<file path="src/rtl/adder_pkg.sv">
// Shared constants and the capture record for the adder capture block.
// Defining ADDER_CAPTURE_CHECK_EN enables the sum check.
package adder_pkg;

    localparam int DEFAULT_WIDTH = 4;
    localparam int DEFAULT_DEPTH = 8;

    typedef struct packed {
        logic [DEFAULT_WIDTH-1:0] a;
        logic [DEFAULT_WIDTH-1:0] b;
        logic [DEFAULT_WIDTH:0]   c;
        logic                     mismatch;
    } capture_entry_t;

endpackage

</file>
<file path="src/rtl/sync_fifo.sv">
// First-word fall-through FIFO with a registered head; the storage array is
// written at the tail and read one edge ahead into the head register.
module sync_fifo #(
    parameter type entry_t = logic,
    parameter int  DEPTH   = 8
) (
    input  logic                     clk,
    input  logic                     rst,
    input  logic                     wr_valid_i,
    output logic                     wr_ready_o,
    input  entry_t                   wr_data_i,
    output logic                     rd_valid_o,
    input  logic                     rd_ready_i,
    output entry_t                   rd_data_o,
    output logic [$clog2(DEPTH):0]   count_o
);

    localparam int AW = $clog2(DEPTH);

    entry_t        mem_q [DEPTH];
    entry_t        head_q, head_d;
    logic [AW-1:0] wr_ptr_q, wr_ptr_d;
    logic [AW-1:0] rd_ptr_q, rd_ptr_d;
    logic [AW:0]   count_q, count_d;
    logic          push, pop;

    assign wr_ready_o = (count_q != (AW+1)'(DEPTH));
    assign rd_valid_o = (count_q != '0);
    assign push       = wr_valid_i && wr_ready_o;
    assign pop        = rd_valid_o && rd_ready_i;
    assign rd_data_o  = head_q;
    assign count_o    = count_q;

    always_comb begin
        wr_ptr_d = push ? wr_ptr_q + 1'b1 : wr_ptr_q;
        rd_ptr_d = pop  ? rd_ptr_q + 1'b1 : rd_ptr_q;
        count_d  = count_q;
        case ({push, pop})
            2'b10:   count_d = count_q + 1'b1;
            2'b01:   count_d = count_q - 1'b1;
            default: count_d = count_q;
        endcase
        // Bypass when the entry being written becomes the new head; when the
        // FIFO goes empty the head register keeps its last value.
        head_d = head_q;
        if (count_d != '0) begin
            if (push && (wr_ptr_q == rd_ptr_d)) begin
                head_d = wr_data_i;
            end else begin
                head_d = mem_q[rd_ptr_d];
            end
        end
    end

    always_ff @(posedge clk) begin
        if (push) begin
            mem_q[wr_ptr_q] <= wr_data_i;
        end
    end

    always_ff @(posedge clk) begin
        if (rst) begin
            wr_ptr_q <= '0;
            rd_ptr_q <= '0;
            count_q  <= '0;
            head_q   <= '0;
        end else begin
            wr_ptr_q <= wr_ptr_d;
            rd_ptr_q <= rd_ptr_d;
            count_q  <= count_d;
            head_q   <= head_d;
        end
    end

endmodule

</file>
<file path="src/rtl/adder_capture.sv">
// Captures adder operand/result samples into a FIFO with stall and error
// counters. Define ADDER_CAPTURE_CHECK_EN to flag samples where c != a + b.
module adder_capture
    import adder_pkg::*;
#(
    parameter int WIDTH = DEFAULT_WIDTH,
    parameter int DEPTH = DEFAULT_DEPTH
) (
    input  logic                     clk,
    input  logic                     rst,
    input  logic                     in_valid,
    output logic                     in_ready,
    input  logic [WIDTH-1:0]         in_a,
    input  logic [WIDTH-1:0]         in_b,
    input  logic [WIDTH:0]           in_c,
    output logic                     out_valid,
    input  logic                     out_ready,
    output logic [WIDTH-1:0]         out_a,
    output logic [WIDTH-1:0]         out_b,
    output logic [WIDTH:0]           out_c,
    output logic                     out_mismatch,
    output logic [$clog2(DEPTH):0]   count,
    output logic [7:0]               stall_cnt,
    output logic [7:0]               err_cnt
);

    // Same layout as capture_entry_t, but sized by this instance's WIDTH.
    typedef struct packed {
        logic [WIDTH-1:0] a;
        logic [WIDTH-1:0] b;
        logic [WIDTH:0]   c;
        logic             mismatch;
    } entry_t;

    entry_t     wr_entry;
    entry_t     head;
    logic       mismatch;
    logic       push;
    logic [7:0] stall_cnt_q, stall_cnt_d;

    sync_fifo #(
        .entry_t (entry_t),
        .DEPTH   (DEPTH)
    ) u_fifo (
        .clk        (clk),
        .rst        (rst),
        .wr_valid_i (in_valid),
        .wr_ready_o (in_ready),
        .wr_data_i  (wr_entry),
        .rd_valid_o (out_valid),
        .rd_ready_i (out_ready),
        .rd_data_o  (head),
        .count_o    (count)
    );

    assign push = in_valid && in_ready;

    always_comb begin
        wr_entry          = '0;
        wr_entry.a        = in_a;
        wr_entry.b        = in_b;
        wr_entry.c        = in_c;
        wr_entry.mismatch = mismatch;
    end

`ifdef ADDER_CAPTURE_CHECK_EN
    logic [WIDTH:0] sum;
    logic [7:0]     err_cnt_q, err_cnt_d;

    assign sum      = {1'b0, in_a} + {1'b0, in_b};
    assign mismatch = (in_c != sum);

    always_comb begin
        err_cnt_d = err_cnt_q;
        if (push && mismatch && (err_cnt_q != 8'hFF)) begin
            err_cnt_d = err_cnt_q + 8'd1;
        end
    end

    always_ff @(posedge clk) begin
        if (rst) begin
            err_cnt_q <= '0;
        end else begin
            err_cnt_q <= err_cnt_d;
        end
    end

    assign err_cnt = err_cnt_q;
`else
    assign mismatch = 1'b0;
    assign err_cnt  = 8'd0;
`endif

    always_comb begin
        stall_cnt_d = stall_cnt_q;
        if (in_valid && !in_ready && (stall_cnt_q != 8'hFF)) begin
            stall_cnt_d = stall_cnt_q + 8'd1;
        end
    end

    always_ff @(posedge clk) begin
        if (rst) begin
            stall_cnt_q <= '0;
        end else begin
            stall_cnt_q <= stall_cnt_d;
        end
    end

    assign stall_cnt    = stall_cnt_q;
    assign out_a        = head.a;
    assign out_b        = head.b;
    assign out_c        = head.c;
    // The stored bit is constant 0 when the check is compiled out.
    assign out_mismatch = head.mismatch;

endmodule

</file>
<file path="config.mk">
export PLATFORM = sky130hd
export DESIGN_NAME = adder_capture
export DESIGN_NICKNAME = d
export VERILOG_FILES = /design/src/rtl/adder_pkg.sv /design/src/rtl/sync_fifo.sv /design/src/rtl/adder_capture.sv
export SDC_FILE = /design/constraint.sdc
export NUM_CORES = 1
export LEC_CHECK = 0
export CAP_MARGIN = 20
export CELL_PAD_IN_SITES_DETAIL_PLACEMENT = 1
export CELL_PAD_IN_SITES_GLOBAL_PLACEMENT = 1
export CORE_ASPECT_RATIO = 0.7
export CORE_MARGIN = 2
export CORE_UTILIZATION = 43
export CTS_BUF_LIST = sky130_fd_sc_hd__clkbuf_4 sky130_fd_sc_hd__clkbuf_8
export CTS_CLUSTER_SIZE = 30
export DETAILED_ROUTE_END_ITERATION = 8
export PLACE_DENSITY = 0.74
export SLEW_MARGIN = 20
export SYNTH_ARGS = -nofsm -noshare
export SYNTH_HDL_FRONTEND = slang
export SYNTH_SLANG_ARGS = --single-unit
</file>
<file path="constraint.sdc">
create_clock -name clk -period 9.5 [get_ports clk]
set_input_delay 1.9 -clock clk [delete_from_list [all_inputs] [get_ports clk]]
set_output_delay 1.9 -clock clk [all_outputs]
set_load 0.01 [all_outputs]
</file>
Yosys cells after proc, flatten, opt, wreduce, memory -nomap -nowiden
Memory sizes are Yosys's and may differ from the RTL's. A register that Yosys moved wholly into a read port is not among the register bits. Cells that the tools add are included.

Reduce and logical (&&, ||, !) cells: 8. $add $sub $neg: 5. Eq/ne operators: 5. Muxes and demuxes: 5.

Operators with widths (number): 14-bit 2-to-1 mux (1); 8-bit by 1-bit adder with 8-bit output (second input constant) (1); 8-bit inequality test (second input constant) (1); 4-bit one-hot mux with 2 select lines (1); 4-bit nonzero test (2); 3-bit by 1-bit adder with 3-bit output (second input constant) (2); 1-bit logical AND (5); 4-bit by 1-bit adder with 4-bit output (second input constant) (1); 4-bit inequality test (second input constant) (1); 4-bit by 1-bit subtractor with 4-bit output (second input constant) (1); 3-bit equality test (1); 3-bit 2-to-1 mux (1); 2-bit by 1-bit equality test with 1-bit output (second input constant) (1); 2-bit equality test (second input constant) (1); 1-bit 2-to-1 mux (2); 1-bit zero test (1).

Memories kept: 1. Output and inout port bits: 36. Bits of input ports: 17. Register bits: 19. Memory bits (writable): 104.

Memory list: u_fifo.mem_q (words 8, width 13, read ports 1, clocked after memory_dff 1, write ports 1, RTL line sync_fifo.sv:20) `entry_t mem_q [DEPTH];`.

Longest topological paths before layout
Depth after elaboration: 6. Mapped depth: 15.

By module
Synthesis repeated with hierarchy kept, for this count alone.

Cells, all modules: 627. Area, all modules: 7567.3 um^2.

Modules (own cells, without submodules): sync_fifo (sequential area each 3843.7 um^2, area each 7103.1 um^2, cells an instance 574, times used 1); adder_capture (sequential area each 160.2 um^2, area each 464.2 um^2, cells an instance 53, times used 1).

Worst setup path before layout
Ideal clock, no wire load.

Path type: input-to-reg. Start point: input port out_ready. End point: register u_fifo.rd_data_o[1] (netlist name). Arrival: 4.878 ns. Setup slack: 4.473 ns. Stages on the path: 14. Cell sequence: o41ai_4 -> inv_2 -> buf_4 -> buf_2 -> buf_1 -> ha_1 -> xor2_1 -> ha_1 -> a21oi_1 -> mux2i_1 -> xor2_1 -> and4_1 -> buf_1 -> a221oi_2.

Longest elaborated chain between the ends: 4. Elaborated cells between the ends (all ways): 6. Classes of those cells: eq/ne (2); mux (2); reduce/logical (2).

RTL lines: from (decl) (RTL line adder_capture.sv:17) `input logic out_ready,`; 1-bit logical AND * (RTL line sync_fifo.sv:30) `assign pop = rd_valid_o && rd_ready_i;`; 2-bit by 1-bit equality test with 1-bit output / 2-bit equality test (equally long branches) (RTL line sync_fifo.sv:38) `case ({push, pop})`; 4-bit one-hot mux with 2 select lines (RTL line sync_fifo.sv:38); 4-bit nonzero test (RTL line sync_fifo.sv:46) `if (count_d != '0) begin`.

Mark *: on every way between the ends. The rest lies on a longest branch, timed or not. A chain may end at the register's enable or synchronous reset.

Final worst setup path
Start point: input port out_ready. End point: register u_fifo.rd_data_o[11] (netlist name).

Longest elaborated chain between the ends: 4. Elaborated cells between the ends (all ways): 6. Classes of those cells: eq/ne (2); mux (2); reduce/logical (2).

RTL lines (RTL line): 1-bit logical AND * (sync_fifo.sv:30); 2-bit by 1-bit equality test with 1-bit output / 2-bit equality test (equally long branches) (sync_fifo.sv:38); 4-bit one-hot mux with 2 select lines (sync_fifo.sv:38); 4-bit nonzero test (sync_fifo.sv:46).

Marked as above.

==> impl_results.md <==
- Status: finished, final reports clean
- Synth warnings: 0
- ANT cells: 0
- CP max-delay cell: and4_1
- Die Y: 110 microns
- DRT Pass-1 Iters: 4
- Layout filler cell count: 1549
- Post-synthesis sequential area ratio: 53.9%
- Global Route Usage Sum: 21.9%
- Antenna violations before repair: 0
- Top_reg_cell synth: edfxtp_1
- Post-synth EDFFs: 104
- Iter 0 DRT Violations: 308
- RSZ-0062 raised after global routing: false
- Routed vias: 4541
- Largest net degree at the start of global routing: 44
- Crit start category: primary input
- Fin area: 0.00798 sq mm
- Rel. slew slack: 28.8%
- P per Cell Area: 298 mW/mm^2
- Ratio of cells with drive above 1 in the final layout: 21.2%
- Post-synth ARST share: 0%
- Pleak: 2.60 nW
- I/O Buffers: 43
- Clk sinks: 135
- Drt total wl: 17800 microns
- Layout net count: 567
- Max incr delay on CP: 0.84 ns
- Final hold slack: 0.465 ns
- Setup violators final: 0
- Setup TNS: 0 ns
- Total gr overflow: 0
- DP Wirelength: 11600 microns
- Skew-Pair Late Insertion Delay: 0.44 ns
- Seq pwr share: 31.6%
- Die width: 156 microns
- CTS tree: done
- Vias in the first global route: 4760
- Synthesized area per cell: 13.4 sq um
- Postcts setup bufs: 0
- Cell repeated most along the worst path: buf_4
- Worst Tran Pin Value: 1.06 ns
- Fin crit share: 58.9%
- Crit end category: flop
- Core area: 0.0156 sq mm
- I/O pin count: 53
- WS Path Type: in2reg
- Final Max Tran Viols: 0
- Layout Utilization: 51.0%
- Comb pwr share: 45.7%
- Register bit count reported by yosys: 135
- Switching power total: 0.894 mW
- DRT antenna net count: 0
- Internal Power: 1.48 mW
- H-Tree Depth: 4
- CTS buffer count: 17
- Non-Filler Instances: 757
- Worst hold path class: reg2reg
- FF-to-FF setup slack: 4.59 ns
- DR vias/cell: 6.00
- Fmax: 179 MHz
- Root buf cell: clkbuf_8
- First-pass GRT wire length: 27600 microns
- Rows: 38
- Area growth, synth to finish: 14.8%
- Clock power frac: 22.6%
- Netlist area before placement: 0.00695 sq mm
- Sw Share: 37.6%
- DR DRC count: 0
- WL/cell: 23.5 microns
- Largest fanout on the critical path: 30
- Synth unique cells: 42
- Cell count after placement: 725
- Crit path cell chain: clkdlybuf4s50_1 -> o41ai_4 -> buf_4 -> inv_2 -> buf_4 -> ha_1 -> nor2b_1 -> mux2i_1 -> xor2_1 -> and4_1 -> a221oi_1
- Worst EP arrival: 5.88 ns
- CTS hold repair buffers: 0
- Starting Density: 44.4%
- Endpoints failing hold: 0
- GPL Wtd Cong: 0.770
- Die Area: 0.0172 sq mm
- Clock slew seen by the registers of the worst setup and hold paths: 0.08 ns
- Placed inst area: 0.00753 sq mm
- Max-cap viol count: 0
- Worst endpoint required time: 9.78 ns
- Final min period: 5.60 ns
- Longest Clk Path Bufs: 2
- Max IR drop VDD: 0.156 mV
- Post-cts sizing count: 0
- Clock skew: 0.0143 ns
- Synthesized instance count: 517
## flip-flops by register name, indices dropped and copies added, names as in the netlist
signal            count
stall_cnt             8
u_fifo.mem_q        104
u_fifo.wr_ptr_q       3
u_fifo.rd_ptr_q       3
u_fifo.count_o        4
u_fifo.rd_data_o     13
## stage by stage
stage | worst slack [ns] | power, mW
detailed placement | 3.45 | 1.85
finish | 3.90 | 2.38
CTS | 3.93 | 2.38
global placement | 3.76 | 1.79
global route | 3.65 | 2.50
floorplan | 4.47 | 1.56
## final timing paths
path	to	cells past startpoint	from
setup / recovery	u_fifo.rd_data_o[11]	11	out_ready
hold / removal	u_fifo.rd_data_o[6]	2	u_fifo.rd_data_o[6]
setup reg to reg	u_fifo.rd_data_o[11]	12	u_fifo.count_o[0]
hold reg to reg	u_fifo.rd_data_o[6]	2	u_fifo.rd_data_o[6]
## worst max-delay path, delay by kind of cell
kind / cells / cell delay, ns
buffers and inverters: 4 / 1.26
and+or+nand+nor: 2 / 1.00
muxes: 1 / 0.10
AOI/OAI and AO/OA: 2 / 0.32
xor gates and xnor gates: 1 / 0.83
adders and majority gates: 1 / 0.45
## power groups by stage
stage / registers, mW / clock network [mW] / logic, mW
after floorplan: 0.752 / 0 / 0.810
after global placement: 0.759 / 0 / 1.03
after detailed placement: 0.765 / 0 / 1.08
after CTS: 0.752 / 0.544 / 1.09
after global routing: 0.759 / 0.571 / 1.17
final: 0.752 / 0.538 / 1.09
## per-layer routing
layer	share of wire [%]	global-route usage [%]
met5	0	0
met4	1.6	7.99
met3	4.7	3.67
met2	50	37.9
met1	44	28.2
## cell usage in the layout (no fill, tap or decap), types with 10 or more instances in the layout
cell             count
nand3_1             20
o21ai_0             15
clkbuf_8            18
nand2_1             33
nor2_1              18
edfxtp_1           104
a41oi_1             14
mux2i_1             52
inv_1               29
dfxtp_1             29
mux4_2              40
a221oi_2            10
nand4_1             15
clkdlybuf4s50_1     43
buf_4               12
## cells in the mapped netlist, drive strengths merged (14+ instances only)
cell / instances / area share (%)
buf: 26 / 2.3
a41oi: 14 / 1.8
clkbuf: 29 / 1.6
nand3: 20 / 1.4
nor2: 21 / 1.1
o21ai: 16 / 1.2
mux2i: 52 / 7.5
inv: 30 / 1.6
nand4: 15 / 1.3
mux4: 40 / 13
nand2: 33 / 1.8
dfxtp: 31 / 8.9
edfxtp: 104 / 45
## layout make-up
class	instances	area, sq um	share of cell area, %
Clock inverter	11	171	2.15
Sequential cell	135	3750	46.9
Inverter	30	113	1.41
Timing Repair Buffer	55	520	6.52
Tap cell	200	250	3.14
Clock buffer	21	270	3.39
Multi-Input combinational cell	305	2910	36.4
## cell families (layout without fill, tap and decap cells)
kind of cell | after synthesis | count (layout) | share of synthesized area [%]
DFF | 135 | 135 | 53.9
and+or+nand+nor | 112 | 112 | 7.78
muxes | 92 | 92 | 20.4
buffers and inverters | 85 | 117 | 5.45
AOI/OAI and AO/OA | 70 | 70 | 9.13
xor gates and xnor gates | 16 | 16 | 2.21
adders and majority gates | 6 | 6 | 1.08
other | 1 | 9 | 0.0539
No activity file was read; power rests on OpenSTA's default activity.
